[src/rtl/i2s_tdm_pkg.sv]
// Shared types and limits for the I2S/TDM transmit channel.
package i2s_tdm_pkg;

  localparam int OFFSET_W   = 9;
  localparam int MIN_DATA_W = 8;
  localparam int MAX_DATA_W = 32;
  localparam int MIN_SLOTS  = 2;
  localparam int MAX_SLOTS  = 16;

  typedef enum logic [2:0] {
    ST_IDLE,
    ST_PRELOAD,
    ST_WAIT_WS,
    ST_OFFSET,
    ST_RUN
  } state_e;

endpackage

[src/rtl/i2s_tx_tdm_channel_if.sv]
// Valid/ready sample input of the TDM transmit channel.
interface i2s_tx_tdm_channel_if #(
  parameter int DATA_W = 32
);
  logic [DATA_W-1:0] fifo_data_i;
  logic              fifo_valid_i;
  logic              fifo_ready_o;

  modport master (output fifo_data_i, output fifo_valid_i, input fifo_ready_o);
  modport slave  (input fifo_data_i, input fifo_valid_i, output fifo_ready_o);
endinterface

[src/rtl/i2s_tdm_serializer.sv]
// Per-slot word serializer: loads at bit 0, emits num_bits+1 bits MSB- or LSB-first.
module i2s_tdm_serializer #(
  parameter int DATA_W = 32
) (
  input  logic                      clk,
  input  logic                      rst,
  input  logic                      clr,
  input  logic                      en,
  input  logic [DATA_W-1:0]         load_data,
  input  logic [$clog2(DATA_W)-1:0] num_bits,
  input  logic                      lsb_first,
  output logic                      sd,
  output logic                      first,
  output logic                      last
);
  localparam int BW = $clog2(DATA_W);

  logic [DATA_W-1:0] sr;
  logic [BW-1:0]     bit_cnt;

  assign first = (bit_cnt == '0);
  assign last  = (bit_cnt == num_bits);

  function automatic logic pick(input logic [DATA_W-1:0] w, input logic [BW-1:0] idx,
                                input logic [BW-1:0] nb, input logic lsb);
    return lsb ? w[idx] : w[nb - idx];
  endfunction

  // The first bit comes straight from load_data so it lands on sd in the load cycle.
  always_ff @(posedge clk or posedge rst) begin
    if (rst) begin
      sr      <= '0;
      bit_cnt <= '0;
      sd      <= 1'b0;
    end else if (clr) begin
      sr      <= '0;
      bit_cnt <= '0;
      sd      <= 1'b0;
    end else if (en) begin
      if (first) begin
        sr <= load_data;
        sd <= pick(load_data, '0, num_bits, lsb_first);
      end else begin
        sd <= pick(sr, bit_cnt, num_bits, lsb_first);
      end
      bit_cnt <= last ? '0 : bit_cnt + 1'b1;
    end else begin
      sd <= 1'b0;
    end
  end

endmodule

[src/rtl/i2s_tx_tdm_channel.sv]
// I2S/TDM transmit channel: FSM, one-word shadow buffer and valid/ready intake.
// Optional per-slot masking is enabled with `define I2S_TX_TDM_SLOT_MASK_EN.
module i2s_tx_tdm_channel
  import i2s_tdm_pkg::*;
#(
  parameter int DATA_W    = 32,
  parameter int NUM_SLOTS = 8
) (
  input  logic                         sck_i,
  input  logic                         rst_i,
  input  logic                         ws_i,
  output logic                         sd_o,
  i2s_tx_tdm_channel_if.slave          fifo,
  output logic                         busy_o,
  output logic                         err_o,
  input  logic                         cfg_en_i,
  input  logic [$clog2(DATA_W)-1:0]    cfg_num_bits_i,
  input  logic [$clog2(NUM_SLOTS)-1:0] cfg_num_slots_i,
  input  logic                         cfg_lsb_first_i,
  input  logic [OFFSET_W-1:0]          cfg_offset_i
`ifdef I2S_TX_TDM_SLOT_MASK_EN
  ,
  input  logic [NUM_SLOTS-1:0]         cfg_slot_mask_i
`endif
);
  localparam int SW = $clog2(NUM_SLOTS);

  state_e              state;
  logic                ws_q;
  logic [DATA_W-1:0]   shadow;
  logic                shadow_full;
  logic [SW-1:0]       slot_cnt;
  logic [OFFSET_W-1:0] off_cnt;
  logic                ser_first, ser_last;

  logic ws_rise, in_run, abort, slot_start, slot_active, consume, underrun, push;
  logic ser_clr, ser_en;
  logic [DATA_W-1:0] ser_data;

  assign ws_rise = ws_i & ~ws_q;
  assign in_run  = (state == ST_RUN);
  assign abort   = in_run & ws_rise;

`ifdef I2S_TX_TDM_SLOT_MASK_EN
  assign slot_active = cfg_slot_mask_i[slot_cnt];
`else
  assign slot_active = 1'b1;
`endif

  assign slot_start = in_run & ~abort & ser_first;
  assign consume    = slot_start & slot_active & shadow_full;
  assign underrun   = slot_start & slot_active & ~shadow_full;

  // Ready also covers the cycle the shadow is drained, so refill never costs a slot.
  assign fifo.fifo_ready_o = cfg_en_i & (state != ST_IDLE) & (~shadow_full | consume);
  assign push              = fifo.fifo_ready_o & fifo.fifo_valid_i;

  assign busy_o   = (state != ST_IDLE);
  assign ser_clr  = ~cfg_en_i | abort;
  assign ser_en   = in_run & ~abort;
  assign ser_data = consume ? shadow : '0;

  always_ff @(posedge sck_i or posedge rst_i) begin
    if (rst_i) begin
      state       <= ST_IDLE;
      ws_q        <= 1'b0;
      shadow      <= '0;
      shadow_full <= 1'b0;
      slot_cnt    <= '0;
      off_cnt     <= '0;
      err_o       <= 1'b0;
    end else begin
      ws_q <= ws_i;
      if (!cfg_en_i) begin
        state       <= ST_IDLE;
        shadow      <= '0;
        shadow_full <= 1'b0;
        slot_cnt    <= '0;
        off_cnt     <= '0;
        err_o       <= 1'b0;
      end else begin
        if (push) begin
          shadow      <= fifo.fifo_data_i;
          shadow_full <= 1'b1;
        end else if (consume) begin
          shadow_full <= 1'b0;
        end
        if (underrun || abort) err_o <= 1'b1;

        case (state)
          ST_IDLE:    state <= ST_PRELOAD;
          ST_PRELOAD: if (push) state <= ST_WAIT_WS;
          ST_WAIT_WS: begin
            if (ws_rise) begin
              slot_cnt <= '0;
              off_cnt  <= '0;
              state    <= (cfg_offset_i != '0) ? ST_OFFSET : ST_RUN;
            end
          end
          ST_OFFSET: begin
            if (off_cnt == cfg_offset_i - 1'b1) state <= ST_RUN;
            else off_cnt <= off_cnt + 1'b1;
          end
          ST_RUN: begin
            // A sync inside the frame restarts it exactly like a fresh sync.
            if (abort) begin
              slot_cnt <= '0;
              off_cnt  <= '0;
              state    <= (cfg_offset_i != '0) ? ST_OFFSET : ST_RUN;
            end else if (ser_last) begin
              if (slot_cnt == cfg_num_slots_i) begin
                slot_cnt <= '0;
                state    <= ST_WAIT_WS;
              end else begin
                slot_cnt <= slot_cnt + 1'b1;
              end
            end
          end
          default: state <= ST_IDLE;
        endcase
      end
    end
  end

  i2s_tdm_serializer #(.DATA_W(DATA_W)) u_ser (
    .clk       (sck_i),
    .rst       (rst_i),
    .clr       (ser_clr),
    .en        (ser_en),
    .load_data (ser_data),
    .num_bits  (cfg_num_bits_i),
    .lsb_first (cfg_lsb_first_i),
    .sd        (sd_o),
    .first     (ser_first),
    .last      (ser_last)
  );

endmodule

[src/flat_wrapper.sv]
// flat-port wrapper written by rule: the top's interface ports become plain ports
module i2s_tx_tdm_channel_flat import i2s_tdm_pkg::*;
#(
  parameter int DATA_W    = 32,
  parameter int NUM_SLOTS = 8
)
  (sck_i, rst_i, ws_i, sd_o, busy_o, err_o, cfg_en_i, cfg_num_bits_i, cfg_num_slots_i, cfg_lsb_first_i, cfg_offset_i, fifo_fifo_data_i, fifo_fifo_valid_i, fifo_fifo_ready_o);
  i2s_tx_tdm_channel_if #(.DATA_W(DATA_W)) fifo_i ();
  input  logic sck_i;
  input  logic rst_i;
  input  logic ws_i;
  output logic sd_o;
  output logic busy_o;
  output logic err_o;
  input  logic cfg_en_i;
  input  logic [$clog2(DATA_W)-1:0] cfg_num_bits_i;
  input  logic [$clog2(NUM_SLOTS)-1:0] cfg_num_slots_i;
  input  logic cfg_lsb_first_i;
  input  logic [OFFSET_W-1:0] cfg_offset_i;
  input wire logic [$bits(fifo_i.fifo_data_i)-1:0] fifo_fifo_data_i;
  input wire logic [$bits(fifo_i.fifo_valid_i)-1:0] fifo_fifo_valid_i;
  output wire logic [$bits(fifo_i.fifo_ready_o)-1:0] fifo_fifo_ready_o;
  assign fifo_i.fifo_data_i = fifo_fifo_data_i;
  assign fifo_i.fifo_valid_i = fifo_fifo_valid_i;
  assign fifo_fifo_ready_o = fifo_i.fifo_ready_o;
  i2s_tx_tdm_channel #(.DATA_W(DATA_W), .NUM_SLOTS(NUM_SLOTS)) u_core (.sck_i(sck_i), .rst_i(rst_i), .ws_i(ws_i), .sd_o(sd_o), .fifo(fifo_i), .busy_o(busy_o), .err_o(err_o), .cfg_en_i(cfg_en_i), .cfg_num_bits_i(cfg_num_bits_i), .cfg_num_slots_i(cfg_num_slots_i), .cfg_lsb_first_i(cfg_lsb_first_i), .cfg_offset_i(cfg_offset_i));
endmodule
[config.mk]
export PLATFORM = sky130hd
export DESIGN_NAME = i2s_tx_tdm_channel_flat
export DESIGN_NICKNAME = d
export VERILOG_FILES = /design/src/rtl/i2s_tdm_pkg.sv /design/src/rtl/i2s_tx_tdm_channel_if.sv /design/src/rtl/i2s_tdm_serializer.sv /design/src/rtl/i2s_tx_tdm_channel.sv /design/src/flat_wrapper.sv
export SDC_FILE = /design/constraint.sdc
export NUM_CORES = 1
export LEC_CHECK = 0
export BUFFER_PORTS_ARGS = -buffer_cell sky130_fd_sc_hd__clkbuf_2
export CAP_MARGIN = 20
export CORE_MARGIN = 10
export CORE_UTILIZATION = 40
export CTS_CLUSTER_SIZE = 25
export DETAILED_ROUTE_END_ITERATION = 6
export PLACE_DENSITY = 0.65
export RECOVER_POWER = 100
export SLEW_MARGIN = 15
export SYNTH_ARGS = -nofsm -noshare
export SYNTH_HDL_FRONTEND = slang
export SYNTH_SLANG_ARGS = --single-unit
[constraint.sdc]
create_clock -name sck_i -period 2.6 [get_ports sck_i]
set_input_delay 0 -clock sck_i [delete_from_list [all_inputs] [get_ports sck_i]]
set_output_delay 0 -clock sck_i [all_outputs]
set_load 0.1 [all_outputs]
Word level (Yosys, flattened, before mapping)
Index checks and enable logic that the tools add are counted.
{"block": "word_totals", "reg_bits": 88, "in_bits": 55, "elab_cells": 108}
{"block": "op_classes", "addsub": 5, "order_cmp": 3, "n_eq_ne": 19, "mux": 45, "bitwise": 15, "reduce_logical": 11}
{"cell": "$mux W32", "count": 6}
{"cell": "$mux W3", "count": 13}
{"cell": "$mux W9", "count": 4}
{"cell": "$pmux W9 S3", "count": 1}
{"cell": "$lt A5 B6 Y1 const B", "count": 3}
{"cell": "$bmux W1 S5", "count": 3}
{"cell": "$mux W5", "count": 3}
{"cell": "$pmux W3 S5", "count": 1}
{"cell": "$mux W1", "count": 13}
{"cell": "$add A9 B1 Y9 const B", "count": 1}
{"cell": "$and A1 B1 Y1", "count": 9}
{"cell": "$eq A9 B9 Y1", "count": 1}
{"cell": "$ne A3 B2 Y1 const B", "count": 3}
{"cell": "$reduce_bool A9 Y1", "count": 1}
{"cell": "$sub A9 B1 Y9 const B", "count": 1}
{"cell": "$ne A4 B4 Y1 const B", "count": 2}
{"cell": "$eq A3 B2 Y1 const B", "count": 2}
{"cell": "$ne A3 B1 Y1 const B", "count": 2}
{"cell": "$ne A3 B3 Y1 const B", "count": 2}
{"cell": "$pmux W3 S2", "count": 1}
{"cell": "$add A5 B1 Y5 const B", "count": 1}
{"cell": "$eq A5 B5 Y1", "count": 1}
{"cell": "$logic_not A5 Y1", "count": 1}
{"cell": "$reduce_and A5 Y1", "count": 1}
{"cell": "16 further kinds", "count": 22}

Logic depth before layout (Yosys ltp)
{"block": "depth", "depth_word": 14, "mapped_depth": 12}

By module
From an unflattened synthesis, not the netlist that was laid out.
{"block": "hier_totals", "hier_cells": 560, "hier_area_um2": 5595.4}
{"mod": "i2s_tx_tdm_channel", "n_inst": 1, "cells_each": 361, "area_per_inst_um2": 3056.7}
{"mod": "i2s_tdm_serializer", "n_inst": 1, "cells_each": 199, "area_per_inst_um2": 2538.7}

Least setup slack after synthesis
OpenSTA, ideal clock, no wires.
{"block": "synth_timing", "path_kind": "flip-flop to flip-flop", "from": "reg u_core.state[0]", "to": "reg u_core.shadow[0]", "arrival_time_ns": 3.590, "required_time_ns": 2.480, "path_slack_ns": -1.110, "path_stages_with_launch": 10, "n_path_buf": 3, "cell_sequence": "dfrtp_1 > clkbuf_1 > or3_1 > nand2_1 > nor2_1 > nand2_1 > buf_2 > buf_2 > nand2_1 > a21boi_1"}
{"block": "synth_between", "elab_cells_between_ends": 12, "classes_between": "eq/ne (2); bitwise (9); reduce/logical (1)"}
{"element": "from (decl)", "line_no": "i2s_tx_tdm_channel.sv:28", "text": "state_e state;"}
{"element": "from (signal assigned)", "line_no": "i2s_tx_tdm_channel.sv:97", "text": "state <= (cfg_offset_i != '0) ? ST_OFFSET : ST_RUN;"}
{"element": "from (signal assigned)", "line_no": "i2s_tx_tdm_channel.sv:109", "text": "state <= (cfg_offset_i != '0) ? ST_OFFSET : ST_RUN;"}
{"element": "$reduce_bool A3 Y1"}
{"element": "net busy_o", "line_no": "flat_wrapper.sv:13", "text": "output logic busy_o;"}
{"element": "$and A1 B1 Y1 (2 in series)", "line_no": "i2s_tx_tdm_channel.sv:55", "text": "assign fifo.fifo_ready_o = cfg_en_i & (state != ST_IDLE) & (~shadow_full | consume);"}
{"element": "net fifo_fifo_ready_o", "line_no": "flat_wrapper.sv:22", "text": "output wire logic [$bits(fifo_i.fifo_ready_o)-1:0] fifo_fifo_ready_o;"}
{"element": "$and A1 B1 Y1", "line_no": "i2s_tx_tdm_channel.sv:56", "text": "assign push = fifo.fifo_ready_o & fifo.fifo_valid_i;"}
{"element": "$ne A2 B1 Y1 (no source line)"}
{"element": "to (signal assigned)", "line_no": "i2s_tx_tdm_channel.sv:83", "text": "shadow <= fifo.fifo_data_i;"}
{"element": "to (decl)", "line_no": "i2s_tx_tdm_channel.sv:30", "text": "logic [DATA_W-1:0] shadow;"}
The timed path passes the listed nets, and every way through them passes these cells.
A chain may end at the register's enable or synchronous reset.

Worst setup path after layout
{"block": "layout_timing", "from": "reg u_core.u_ser.bit_cnt[0]", "to": "reg u_core.u_ser.sd"}
{"block": "layout_between", "elab_chain_cells": 10, "elab_cells_between_ends": 16, "classes_between": "add/sub (1); mux (12); bitwise (2); reduce/logical (1)"}
{"element": "from (decl)", "line_no": "i2s_tdm_serializer.sv:19", "text": "logic [BW-1:0] bit_cnt;"}
{"element": "from (signal assigned)", "line_no": "i2s_tdm_serializer.sv:46", "text": "bit_cnt <= last ? '0 : bit_cnt + 1'b1;"}
{"element": "$logic_not A5 Y1", "line_no": "i2s_tdm_serializer.sv:21", "text": "assign first = (bit_cnt == '0);"}
{"element": "$and A1 B1 Y1", "line_no": "i2s_tx_tdm_channel.sv:50", "text": "assign slot_start = in_run & ~abort & ser_first;"}
{"element": "$and A1 B1 Y1", "line_no": "i2s_tx_tdm_channel.sv:51", "text": "assign consume = slot_start & slot_active & shadow_full;"}
{"element": "$mux W32", "line_no": "i2s_tx_tdm_channel.sv:61", "text": "assign ser_data = consume ? shadow : '0;"}
{"element": "$bmux W1 S5", "line_no": "i2s_tdm_serializer.sv:26", "text": "return lsb ? w[idx] : w[nb - idx];"}
{"element": "$mux W1 (not written as such)", "line_no": "i2s_tdm_serializer.sv:26"}
{"element": "$mux W1", "line_no": "i2s_tdm_serializer.sv:26"}
{"element": "$mux W1 *", "line_no": "i2s_tdm_serializer.sv:40", "text": "if (first) begin"}
{"element": "$mux W1 *", "line_no": "i2s_tdm_serializer.sv:39", "text": "end else if (en) begin"}
{"element": "$mux W1 *", "line_no": "i2s_tdm_serializer.sv:35", "text": "end else if (clr) begin"}
{"element": "to (signal assigned)", "line_no": "i2s_tdm_serializer.sv:42", "text": "sd <= pick(load_data, '0, num_bits, lsb_first);"}
{"element": "to (signal assigned)", "line_no": "i2s_tdm_serializer.sv:44", "text": "sd <= pick(sr, bit_cnt, num_bits, lsb_first);"}
{"element": "to (decl)", "line_no": "i2s_tdm_serializer.sv:12", "text": "output logic sd,"}
Mark *: on every way between the ends. The rest lies on a longest branch, timed or not. The select of a mux whose other input is x is not followed.

==> out/results.ini <==
[run_status]
status=complete, but fails checks
violations=capacitance limit, slew limit

[yosys]
synth_top_cells_by_count=nand2_1, dfrtp_1, a22o_1
synth.top_cell.area_share_pct=42.2
ys_ff_latch=88
syn-cell-area_um2=5220
yosysUniqueCellTypes=54
syn-num-nets=585
syn_area_per_cell_um2=10.0
yosys_warnings=0
yosys.area.top_type=dfrtp_1
synth_area_leaders=dfrtp_1, mux4_2, nand2_1, a22o_1, mux2i_1
synthCells=520
synthArstFlopShare_pct=100
synth-edff-count=0
seq_area_frac_synth_pct=42.2
yosysMostFrequentCell=nand2_1
ys.flop_type=dfrtp_1

[sta]
period_minus_slack_ns=2.47
min_period_over_period_pct=95.1
max_freq_mhz=404
finalHoldViolCount=0
worstMarginPinSlew_ns=1.69
finalClockSkew_ns=0.00754
setup_viol_count_final=0
final.setup.tns_ns=0
slew_viol_final=38
rsz0062_at_grt=true
postLayoutSetupSlackWorst_ns=0.127
slew_headroom_pct=-13.0

[critical_path]
cp_max_fo=7
r2r_start=u_core.u_ser.bit_cnt[0]$_DFFE_PP0P_
rrSetupSlack_ns=0.13
start_kind=flop
crit_path_start=u_core.u_ser.bit_cnt[0]$_DFFE_PP0P_
cp.arrival_ns=2.69
critical_path_class=flop to flop
cp-end-kind=flop
required_ns=2.82

[min_path]
hp-class=input pin to flop
hp-start=cfg_num_bits_i[3]

[drt]
ant_nets=0
routed_wl_um=13400
dr.pass1.iters=5
drc=0
avgRoutedWirePerCell_um=17.0
via_count=4330
initialDrtViolationCount=356
drt-vias-per-instance=5.51

[clock_network]
post-cts-setup-buffer-count=0
clkTransAtPathRegs_ns=0.06
cts_tree=built
numCtsBuffers=9
cts-root-buf=clkbuf_16
cts.htree.levels=3
clock_latency_ns=0.35
clkSinkCount=88
cts_buffer_depth=2

[floorplan]
ios=59
core_area_um2=12700
die_area_um2=18000
die_y_um=134
initial_utilization_pct=41.1
fp-row-count=41
dieWidth_um=134

[global_routing]
grt_pass1_wl_um=22300
overflow=0
antenna_found_initial=1
grt_max_degree=38
grtUsageTotal_pct=15.0
grt_pass1_vias=4346

[cells_and_area]
layout-drive-gt1-share_pct=19.6
seqCellArea_um2=2200
multiInputGateArea_um2=2820
nets=673
area.growth.synth_to_final_pct=22.0
n_fill_cell=1214

[power]
vdd_ir_drop_max_mv=0.271
netSwitchingFraction_pct=33.2
power.density_nw_per_um2=597
intPower_mw=2.54
leakagePower_nw=2.81
total_power_mw=3.80
power_frac_comb_pct=23.6
p_sw_mw=1.26
power_frac_seq_pct=41.5
clkPwrFrac_pct=35.0

[place]
hpwl_um=9730
dp_slack_ns=0.0261
globalplace.congestion=0.875
io_buffers=58

[flow_run]
maxCapViolCount=1

-- area by class of cell --
| cell class | instances | share of cell area, % |
|---|---|---|
| multi-input combinational | 381 | 44.3 |
| sequential | 88 | 34.6 |
| timing repair buffer | 110 | 11.9 |
| clock buffer | 9 | 3.53 |
| tap | 172 | 3.38 |
| clock inverter | 7 | 1.22 |
| inverter | 18 | 1.08 |
| antenna | 1 | 0.0393 |
-- flip-flops by register name, summed over array words and instances (netlist names) --
register / count
u_core.shadow_full: 1
u_core.off_cnt: 9
u_core.state: 3
u_core.u_ser.sr: 32
u_core.u_ser.sd: 1
u_core.err_o: 1
u_core.u_ser.bit_cnt: 5
u_core.shadow: 32
u_core.slot_cnt: 3
u_core.ws_q: 1
-- kinds of logic after synthesis --
logic type | count (synthesis) | synth area share [%]
fa+ha+maj | 10 | 2.54
buf+inv | 51 | 4.17
compound gates | 131 | 18.2
mux | 45 | 13.2
simple gates | 174 | 16.2
xor+xnor | 21 | 3.52
flops | 88 | 42.2
-- through the flow --
stage / util, % / cell area [um2] / hold slack [ns] / std cells
2_1_floorplan: - / 5260 / 0.0314 / 520
3_3_place_gp: 45.1 / 5740 / 0.0781 / 734
3_5_place_dp: 45.1 / 5740 / 0.0910 / 734
4_1_cts: 50.2 / 6390 / 0.152 / 785
5_1_grt: 50.1 / 6370 / 0.171 / 786
6_report: 50.1 / 6370 / 0.159 / 786
-- cell usage in the layout, fill, tap and decap left out, types with 13 or more instances in the layout --
cell type / synthesis / final
mux4_2: 19 / 19
o21ai_0: 22 / 25
dfrtp_1: 88 / 88
clkbuf_2: 0 / 57
nand2_1: 98 / 97
nor2_1: 17 / 15
xnor2_1: 14 / 14
a22o_1: 33 / 33
inv_1: 18 / 17
dlygate4sd3_1: 0 / 35
mux2i_1: 25 / 25
a21boi_0: 6 / 28
buf_4: 0 / 13
-- path summary, 6_finish.rpt --
kind / to / depth (start not counted)
min in group asynchronous: u_core.ws_q$_DFF_PP0_ / 3
min reg2reg: u_core.slot_cnt[2]$_DFFE_PP0P_ / 1
max reg2reg: u_core.u_ser.sd$_DFF_PP0_ / 8
min: u_core.u_ser.sd$_DFF_PP0_ / 4
max in group asynchronous: u_core.u_ser.sr[16]$_DFFE_PP0P_ / 4
max: u_core.u_ser.sd$_DFF_PP0_ / 8
-- power by group through the flow --
stage	registers (mW)	clock network (mW)	logic (mW)
2_1_floorplan	1.55	0	0.720
3_3_place_gp	1.60	0	0.859
6_report	1.58	1.33	0.896
4_1_cts	1.58	1.36	0.924
3_5_place_dp	1.60	0	0.879
5_1_grt	1.59	1.41	0.987
-- per-layer routing --
layer  GRT usage, %  up-vias  routed length, um  share of wire (%)
met1           20.3     2133               6110                 46
met2           23.6      117               6350                 47
met3           2.65       22                673                5.0
li1               -     2058                  -                  -
met4           5.14        0                239                1.8
met5              0        -                  0                  0
-- repair_timing --
item                                    CTS  global route
gates resized for setup                   0             2
hold buffers                             35             0
endpoints found under the hold margin    69             0
endpoints found under the setup margin    0             3
-- worst max-delay path, cell delays in order (launching register included) --
cell,delay (ns)
dfrtp_1,0.35
ha_1,0.16
inv_1,0.06
fa_2,0.69
mux4_2,0.54
mux2i_1,0.16
mux2i_1,0.10
mux2i_1,0.18
a311oi_1,0.11
Power figures use the tool's default switching activity.
